[src/rtl/wb_regfile.sv]
// wb_regfile: 32x32 write-back register file with write-through read bypass,
// optional hard-wired zero register and a commit counter/last-write tracker.
`timescale 1ns/1ps

module wb_regfile #(
   parameter bit          ZERO_LOCK = 1'b1,
   parameter int unsigned CNT_W     = 32
) (
   input  logic             clk,
   input  logic             rst,
   input  logic             WB_MemtoReg,
   input  logic             WB_RegWrite,
   input  logic [31:0]      WB_dm_out,
   input  logic [31:0]      WB_AluOut,
   input  logic [4:0]       rd,
   input  logic [4:0]       rs_addr,
   input  logic [4:0]       rt_addr,
   output logic [31:0]      rs_data,
   output logic [31:0]      rt_data,
   output logic [31:0]      wb_data,
   output logic [CNT_W-1:0] commit_cnt,
   output logic [4:0]       last_rd,
   output logic [31:0]      last_data
);

   logic [31:0] regs [32];
   logic        wr_eff;

   // Write-back source mux feeds both storage and the bypass path.
   assign wb_data = WB_MemtoReg ? WB_dm_out : WB_AluOut;

   // A write to r0 is dropped entirely (no count) when r0 is hard-wired.
   assign wr_eff = WB_RegWrite && !(ZERO_LOCK && (rd == 5'd0));

   // rs read port: reset forces 0, locked r0 reads 0, otherwise bypass or array.
   always_comb begin
      // NOTE: the unconditional default first keeps this block free of latches.
      rs_data = regs[rs_addr];
      if (rst || (ZERO_LOCK && (rs_addr == 5'd0))) begin
         rs_data = '0;
      end else if (wr_eff && (rd == rs_addr)) begin
         rs_data = wb_data;
      end
   end

   // rt read port: same rules as rs, bypassing independently.
   always_comb begin
      rt_data = regs[rt_addr];
      if (rst || (ZERO_LOCK && (rt_addr == 5'd0))) begin
         rt_data = '0;
      end else if (wr_eff && (rd == rt_addr)) begin
         rt_data = wb_data;
      end
   end

   // Storage, commit counter and last-write tracking; reset wins over any write.
   always_ff @(posedge clk or posedge rst) begin
      if (rst) begin
         // NOTE: the array sits in flops rather than RAM because every entry
         // must clear asynchronously; a RAM macro could not honour that.
         for (int i = 0; i < 32; i++) begin
            regs[i] <= '0;
         end
         commit_cnt <= '0;
         last_rd    <= '0;
         last_data  <= '0;
      end else if (wr_eff) begin
         // NOTE: non-blocking assignments so every register samples pre-edge values.
         regs[rd]   <= wb_data;
         commit_cnt <= commit_cnt + CNT_W'(1);
         last_rd    <= rd;
         last_data  <= wb_data;
      end
   end

endmodule

[config.mk]
export PLATFORM = sky130hd
export DESIGN_NAME = wb_regfile
export DESIGN_NICKNAME = d
export VERILOG_FILES = /design/src/rtl/wb_regfile.sv
export SDC_FILE = /design/constraint.sdc
export NUM_CORES = 2
export LEC_CHECK = 0
export ABC_AREA = 1
export CAP_MARGIN = 20
export CORE_ASPECT_RATIO = 1.4
export CORE_MARGIN = 4
export CORE_UTILIZATION = 60
export DETAILED_ROUTE_END_ITERATION = 12
export PLACE_DENSITY_LB_ADDON = 0.1
export RECOVER_POWER = 50
export SLEW_MARGIN = 20
export SYNTH_ARGS = -nofsm -noshare
export SYNTH_HDL_FRONTEND = slang
export SYNTH_SLANG_ARGS = --single-unit
[constraint.sdc]
create_clock -name clk -period 96.2 [get_ports clk]
set_clock_uncertainty 0.05 [all_clocks]
set_input_delay 9.62 -clock clk [delete_from_list [all_inputs] [get_ports clk]]
set_output_delay 9.62 -clock clk [all_outputs]
set_load 0.05 [all_outputs]
==> results.ini <==
[yosys]
yosys_warnings=0
seq_area_frac_synth=0.4463
synth-compound-area-share=0.1720
ys_types=31
synth.ff_latch_count=1093
synth_top_family_by_area=simple AND/OR/NAND/NOR gates
synthAdderAreaFrac=0.0002042
yosys.area_share.simple=0.2864
synth_xor_area_frac=0.004716
synth.area.mux_share=0
synth_fp_nets=8870
synth_cells=8786
syn_area_um2=61280
synth.avg_cell_area_um2=6.975

[power]
pwr_density_cell_nw_per_um2=21.12
p_leak_nw=30.74
clkPwrFrac=0.316
seqPwrFrac=0.442
max-vdd-ir-drop_v=0.00002380
combPwrFrac=0.242
switching_share=0.3432
switching_power_w=0.0004858
p_int_w=0.0009297

[setup_path]
crit_type=in2out
rr_worst_depth=7
timing.rr.end=commit_cnt[19]$_DFFE_PP0P_
cp-start-kind=primary input
r2r_slack_ns=94.12
crit_required_ns=86.53
crit_chain=dlygate4sd3_1 -> clkinvlp_2 -> clkbuf_1 -> nand2_1 -> inv_1 -> o21ai_0 -> a21oi_1 -> clkdlybuf4s50_1
critPathCaptureType=output port
critPathBufInv=5
critPathMaxStageDelay_ns=5.40
arrival_ns=21.87
crit_family=buffers and inverters
worst_path_max_delay_cell=clkbuf_1
crit_fanout=138
reg2reg_from=commit_cnt[2]$_DFFE_PP0P_

[placement]
gp_congestion=0.9501
place_area_um2=63760
dpl.hpwl_mm=142.0
port_buffers=247

[global_routing]
use_met1=0.5709
grtUsageMet3=0.1478
grt_pass1_wl_mm=369.4
antenna_found_initial=14
grtUsageMet2=0.6620
grt.busiest_layer=met2
grt_max_degree=196
grt_pass1_vias=58960
grt_use_total=0.4559
grt_overflow_total=0

[layout]
final_common_cell=nand2_1
area_growth_pct=9.366
drive_above_1_share=0.04042
final_cell_mix=2670 x nand2_1, 1093 x dfrtp_1, 893 x o21ai_0
nets=8633
fin_area_um2=67020

[clock_tree]
numCtsBuffers=108
cts.sink_count=1093
cts_resized=0
path_clk_slew_ns=0.07
clk_latency_ns=0.72
cts_buffer_depth=3
cts_hold_buffers=0
cts_tree=done
htree_levels=3
cts-root-buf=clkbuf_16
post_cts_buffers=0

[flow_run]
maxCapViolations=44

[die]
die_area_um2=107400
placementRows=138
initial_utilization=0.6056
die_x_um=278.1
die_h_um=386.1
io_pins=248
design.core.area_um2=101200

[sta]
report.final.hold_viol_count=0
slew_violations=1807
period_needed_ns=31.54
setup_violations=0
setup_tns_ns=0
max-slew-margin-rel=-5.000
rsz0062_at_grt=false
fmax_mhz=31.71
min_period_over_period=0.3278
worstMarginPinSlew_ns=9.000

[detailed_routing]
wirelength_mm=250.3
vias=63410
wl_per_cell_um=25.10
viasPerCell=6.358
antenna_left=0
drc=0
drt-initial-drc-count=10030
dr.pass1.iters=9

[hold_path]
min_from=regs[1015]$_DFFE_PP0P_
min_to=regs[1015]$_DFFE_PP0P_
holdCritPathClass=reg2reg
hold_path_depth=0

[run_status]
outcome=complete, but fails checks
violations=max-capacitance violations, max-slew violations

[routing by layer]
| layer | part of all wire | routed length [µm] | vias to the layer above |
|---|---|---|---|
| met2 | 0.41 | 102900 | 4924 |
| met1 | 0.34 | 85530 | 29230 |
| li1 | - | - | 27960 |
| met4 | 0.093 | 23190 | 6 |
| met3 | 0.15 | 38650 | 1292 |
| met5 | 0.00014 | 36 | - |
[cell type report]
cell class | count | area (µm²)
Clock inverter | 32 | 442.9
Sequential cell | 1093 | 27350
Multi-Input combinational cell | 6319 | 28380
Tap cell | 1330 | 1664
Inverter | 624 | 2367
Antenna cell | 9 | 22.52
Timing Repair Buffer | 403 | 3585
Fill cell | 9054 | 34160
Clock buffer | 164 | 3209
[synthesized netlist by cell type, drive strengths merged]
cell    instances  share of area
inv           603          0.037
nor3           22         0.0023
and3            2        0.00020
o21ai         966          0.080
clkbuf        398          0.024
a21oi         757          0.062
ha              1        0.00020
clkinv         21         0.0013
nand3         888          0.073
nor2          680          0.043
xor2           21         0.0030
or2            33         0.0034
nand2        2677           0.16
buf           352          0.028
o211ai        249          0.031
xnor2          12         0.0017
nand4          10         0.0010
dfrtp        1093           0.45
nor4            1        0.00010
[per-stage QoR]
stage,cells,total power [W],worst slack (ns),hold slack (ns),utilization
floorplan,8786,0.0008609,49.17,0.3790,-
global placement,9765,0.0009520,72.58,0.3167,0.6299
detailed placement,9766,0.0009648,72.56,0.3219,0.6301
CTS,9962,0.001407,72.54,0.3358,0.6662
global route,9966,0.001480,62.99,0.3411,0.6622
finish,9974,0.001416,64.66,0.3377,0.6624
[logic make-up (layout without fill, tap and decap cells)]
logic type	count (synthesis)	in the layout
fa+ha+maj	1	1
buf+inv	1374	1223
compound gates	1972	1972
other cells	0	9
flops	1093	1093
simple gates	4313	4313
xor+xnor	33	33
[flip-flops by register name, summed over array words and instances, names as in the netlist]
name        cells
last_data      32
last_rd         5
commit_cnt     32
regs         1024
[how the worst max path moves through the flow]
stage / start / cells after the start / slack [ns] / end
2_1_floorplan: rst / 3 / 49.17 / rs_data[23]
5_1_grt: rst / 8 / 62.99 / rs_data[1]
4_1_cts: rt_addr[0] / 12 / 72.54 / rt_data[18]
6_report: rst / 8 / 64.66 / rs_data[1]
3_5_place_dp: rt_addr[0] / 12 / 72.56 / rt_data[18]
3_3_place_gp: rt_addr[0] / 12 / 72.58 / rt_data[18]
[power by group through the flow]
| stage | sequential, W | clock (W) | combinational (W) |
|---|---|---|---|
| 5_1_grt | 0.000636 | 0.000466 | 0.000378 |
| 2_1_floorplan | 0.000630 | 0 | 0.000231 |
| 3_5_place_dp | 0.000629 | 0 | 0.000336 |
| 3_3_place_gp | 0.000625 | 0 | 0.000327 |
| 4_1_cts | 0.000622 | 0.000447 | 0.000338 |
| 6_report | 0.000625 | 0.000448 | 0.000342 |
(Power assumes the default switching activity.)
